## config.mk

```make
export PLATFORM = sky130hd
export DESIGN_NAME = mult_arbiter
export DESIGN_NICKNAME = d
export VERILOG_FILES = /design/src/rtl/mult_arbiter.sv
export SDC_FILE = /design/constraint.sdc
export NUM_CORES = 1
export LEC_CHECK = 0
export ABC_AREA = 1
export CAP_MARGIN = 30
export CORE_MARGIN = 2
export CORE_UTILIZATION = 35
export CTS_CLUSTER_DIAMETER = 150
export CTS_CLUSTER_SIZE = 8
export DETAILED_ROUTE_END_ITERATION = 12
export PLACE_DENSITY = 0.74
export SETUP_SLACK_MARGIN = 0.2
export SYNTH_ARGS = -nofsm -noshare
export SYNTH_HDL_FRONTEND = slang
export SYNTH_SLANG_ARGS = --single-unit
```

## constraint.sdc

```tcl
create_clock -name clock -period 1.6 [get_ports clock]
set_input_delay 0.4 -clock clock [delete_from_list [all_inputs] [get_ports clock]]
set_output_delay 0.4 -clock clock [all_outputs]
set_load 0.02 [all_outputs]
```

## src/rtl/mult_arbiter.sv

```systemverilog
// Round-robin front end that shares one sequential multiplier among N_REQ clients.
// It grants one client, issues a Start pulse, waits out the Ready handshake, and returns the product with a done pulse.
module mult_arbiter #(
    parameter int DP_WIDTH = 5,
    parameter int N_REQ    = 4
) (
    input  logic                      clock,
    input  logic                      reset_b,
    input  logic [N_REQ-1:0]          req,
    input  logic [N_REQ*DP_WIDTH-1:0] req_mcand,
    input  logic [N_REQ*DP_WIDTH-1:0] req_mplier,
    output logic [N_REQ-1:0]          grant,
    output logic [N_REQ-1:0]          done,
    output logic [2*DP_WIDTH-1:0]     result,
    output logic                      busy,
    output logic                      mult_start,
    output logic [DP_WIDTH-1:0]       mult_mcand,
    output logic [DP_WIDTH-1:0]       mult_mplier,
    input  logic [2*DP_WIDTH-1:0]     mult_product,
    input  logic                      mult_ready
);

    localparam int PTR_W = (N_REQ > 1) ? $clog2(N_REQ) : 1;

    typedef enum logic [2:0] {IDLE, ISSUE, WAIT_BUSY, WAIT_DONE, DONE} state_t;

    state_t                          state;
    logic [PTR_W-1:0]                rr_ptr;
    logic [PTR_W-1:0]                win_idx;
    logic [PTR_W-1:0]                hi_idx;
    logic [PTR_W-1:0]                nxt_ptr;
    logic                            win_vld;
    logic                            hi_vld;
    logic [N_REQ-1:0][DP_WIDTH-1:0]  mcand_v;
    logic [N_REQ-1:0][DP_WIDTH-1:0]  mplier_v;

    assign mcand_v  = req_mcand;
    assign mplier_v = req_mplier;

    // Wrapping scan: lowest requester at or above rr_ptr wins; otherwise the lowest requester overall.
    always_comb begin
        win_vld = 1'b0;
        win_idx = '0;
        hi_vld  = 1'b0;
        hi_idx  = '0;
        for (int i = N_REQ - 1; i >= 0; i--) begin
            if (req[i]) begin
                win_vld = 1'b1;
                win_idx = PTR_W'(i);
            end
            if (req[i] && (PTR_W'(i) >= rr_ptr)) begin
                hi_vld = 1'b1;
                hi_idx = PTR_W'(i);
            end
        end
        if (hi_vld)
            win_idx = hi_idx;
    end

    assign nxt_ptr = (win_idx == PTR_W'(N_REQ - 1)) ? '0 : win_idx + 1'b1;

    always_ff @(posedge clock or negedge reset_b) begin
        if (!reset_b) begin
            state       <= IDLE;
            grant       <= '0;
            done        <= '0;
            result      <= '0;
            busy        <= 1'b0;
            mult_start  <= 1'b0;
            mult_mcand  <= '0;
            mult_mplier <= '0;
            rr_ptr      <= '0;
        end else begin
            case (state)
                IDLE: begin
                    if (mult_ready && win_vld) begin
                        grant       <= N_REQ'(1) << win_idx;
                        mult_mcand  <= mcand_v[win_idx];
                        mult_mplier <= mplier_v[win_idx];
                        rr_ptr      <= nxt_ptr;
                        busy        <= 1'b1;
                        state       <= ISSUE;
                    end
                end
                ISSUE: begin
                    mult_start <= 1'b1;
                    state      <= WAIT_BUSY;
                end
                // Ready is still high while Start is being sampled, so wait for it to fall.
                WAIT_BUSY: begin
                    mult_start <= 1'b0;
                    if (!mult_ready)
                        state <= WAIT_DONE;
                end
                WAIT_DONE: begin
                    if (mult_ready) begin
                        result <= mult_product;
                        done   <= grant;
                        state  <= DONE;
                    end
                end
                DONE: begin
                    grant <= '0;
                    done  <= '0;
                    busy  <= 1'b0;
                    state <= IDLE;
                end
                default: state <= IDLE;
            endcase
        end
    end

endmodule
```

==> reports/qor.yml <==
outcome:
  status: "complete, no violations"
sta:
  rsz0062_at_grt: "yes"
  drv_slew: 0
  period_minus_slack_ns: 1.51
  slew-limit-headroom_pct: 71.1
  worst_hold_slack_ns: 0.142
  worst_slew_pin_slew_ns: 0.434
  tns_ns: 0
  hold_violations: 0
  period_share_pct: 94.3
  clock_skew_ns: 0.00355
  timing.fmax_ghz: 0.663
  setup_viol: 0
clock_tree:
  cts-root-buf: "clkbuf_8"
  clk_path_buf_depth: 2
  cts_made_buffers: 5
  clk_pin_slew_ns: 0.07
  h-tree-depth: 2
  clock-sinks: 35
  clkLatencyLatePin_ns: 0.28
  cts_tree: "done"
setup_path:
  critPathSlowestCell: "dfrtp_1"
  reg2reg_to: "mult_mcand[1]$_DFFE_PN0P_"
  rr_startpoint: "rr_ptr[0]$_DFFE_PN0P_"
  cp.required_ns: 1.77
  r2r_slack_ns: 0.09
  cp_common_cell: "nand2_1"
  crit_path_start_kind: "register"
  worstPathCellList: "nor2_1 > nand2_1 > nand2_1 > inv_1 > o21ai_2 > buf_6 > clkinvlp_4 > nand3_1 > nand2_1 > nand2_1 > nand2_1"
  worstPathMaxFanout: 6
  worstPathArrival_ns: 1.68
  slowest_delay_ns: 0.42
  crit_type: "reg -> reg"
  cp-end-kind: "register"
  reg2reg_depth: 11
detailed_routing:
  dr.first_iter.drc_count: 104
  drtPass1Iterations: 4
  vias: 2198
  via_per_inst: 4.55
  drcViolationCount: 0
  wl_mm: 5.64
  ant_nets: 0
  wire_per_inst_um: 11.7
grt:
  grt_pass1_wl_mm: 8.92
  grt_max_degree: 36
  grt_usage_pct: 17.0
  grt_pass1_vias: 2054
  antenna_found_initial: 0
  grt-ovfl-total: 0
cells_and_area:
  seq_area_sq_um: 877
  insertedDiodeCount: 0
  drive_gt1_share_pct: 18.4
  fin_util_pct: 58.2
  multiInputGateArea_sq_um: 1040
  final_common_cell: "nand2_1"
  layout_common_cells: "nand2_1 (96), nand3_1 (54), clkdlybuf4s50_1 (50), inv_1 (49), dfrtp_1 (34)"
  nNetsFinal: 468
  synthToLayoutAreaGrowth_pct: 60.2
  stdcell_count: 483
  nFillCells: 536
synth:
  synth-seq-cells: 35
  ys_seq_area_share_pct: 40.7
  synth_area_per_cell_sq_um: 7.08
  synth_area_sq_um: 2150
  ys_warn_count: 0
  synth_cells: 304
  synth.distinct_cells: 25
  synth_nets: 365
min_path:
  hold_path.class: "in -> async"
pwr:
  power_density_nw_per_um2: 1550
  p_leak_nw: 1.83
  peakVddDrop_v: 0.000731
floorplanning:
  rows: 28
  io_pins: 87
  die_w_um: 82.4
  die_area_sq_um: 6790
  initial_core_util_pct: 36.3
  core_sq_um: 5920
  dieHeight_um: 82.4
place:
  place_inst: 469
  io_buffers: 86
  dp_hpwl_mm: 4.22
  globalplace.congestion: 0.838
job:
  cap_violations: 0
-- cell usage after synthesis (all sizes together) --
cell | number | area, sq um
o21ai | 10 | 57.6
nand3b | 1 | 7.51
clkinv | 1 | 5.00
o211ai | 1 | 7.51
inv | 58 | 218
nor2 | 6 | 27.5
clkbuf | 1 | 3.75
nand2 | 110 | 458
o22ai | 1 | 6.26
dfrtp | 35 | 876
o21a | 1 | 7.51
ha | 4 | 50.1
nand3 | 58 | 295
o31ai | 3 | 22.5
buf | 12 | 86.3
nand4 | 1 | 12.5
nor3 | 1 | 10.0
-- stage by stage --
| step | total power [W] | setup slack [ns] | area (sq um) |
|---|---|---|---|
| 3_5_place_dp | 0.00456 | -0.338 | 3210 |
| 6_report | 0.00533 | 0.0911 | 3440 |
| 3_3_place_gp | 0.00448 | -0.277 | 3210 |
| 2_1_floorplan | 0.00329 | 0.198 | 2170 |
| 5_1_grt | 0.00578 | -0.0582 | 3440 |
| 4_1_cts | 0.00514 | 0.119 | 3320 |
-- area by class of cell --
cell class | count | share of cell area [%]
timing repair buffer | 108 | 31.8
multi-input combinational | 197 | 30.3
sequential | 35 | 25.5
inverter | 59 | 6.61
clock buffer | 8 | 2.91
tap | 75 | 2.72
timing repair inverter | 1 | 0.218
-- how the worst max path moves through the flow --
stage / cells after the start / to / startpoint
2_1_floorplan: 12 / grant[0]$_DFFE_PN0P_ / req[2]
3_3_place_gp: 8 / rr_ptr[1]$_DFFE_PN0P_ / req[2]
3_5_place_dp: 9 / rr_ptr[1]$_DFFE_PN0P_ / req[0]
4_1_cts: 11 / mult_mcand[1]$_DFFE_PN0P_ / rr_ptr[0]$_DFFE_PN0P_
5_1_grt: 11 / mult_mcand[4]$_DFFE_PN0P_ / rr_ptr[0]$_DFFE_PN0P_
6_report: 11 / mult_mcand[1]$_DFFE_PN0P_ / rr_ptr[0]$_DFFE_PN0P_
-- cell families after synthesis --
logic type                 count (synthesis)  synth area share [%]
buffers and inverters                     72                  14.5
adders and majority gates                  4                  2.33
AOI/OAI and AO/OA                         16                  4.71
and+or+nand+nor                          177                  37.7
DFF                                       35                  40.7
-- metal layers --
layer	GRT usage [%]	part of all wire, %	vias to the layer above
met1	21.7	42	968
met2	29.0	51	81
met5	0	0	-
met3	2.17	5.9	4
met4	6.83	1.1	0
li1	-	-	1145
-- what timing repair did --
| item | in CTS | in global routing |
|---|---|---|
| setup buffers | 2 | 0 |
| endpoints found under the setup margin | 50 | 41 |
| resized for setup | 54 | 38 |
| hold buffers | 0 | 0 |
| pin swaps | 3 | 5 |
| cloned | 1 | 3 |
-- report_power, final --
group / internal (W) / leakage (nW) / switching [W]
registers: 0.00127 / 0.441 / 0.000284
logic: 0.00137 / 1.34 / 0.00171
clock network: 0.000393 / 0.0515 / 0.000291
total: 0.00304 / 1.83 / 0.00229
-- worst max-delay path, delay by kind of cell (launching register included) --
kind,cells,cell delay [ns]
AOI/OAI and AO/OA,1,0.05
buffers and inverters,3,0.34
DFF,1,0.42
and+or+nand+nor,7,0.59
-- registers in the layout (all words and copies together) (netlist names) --
register / cells
grant: 4
mult_mcand: 5
busy: 1
result: 10
mult_start: 1
rr_ptr: 2
state: 3
done: 4
mult_mplier: 5
Note: power is estimated with default switching activity, not from simulation.
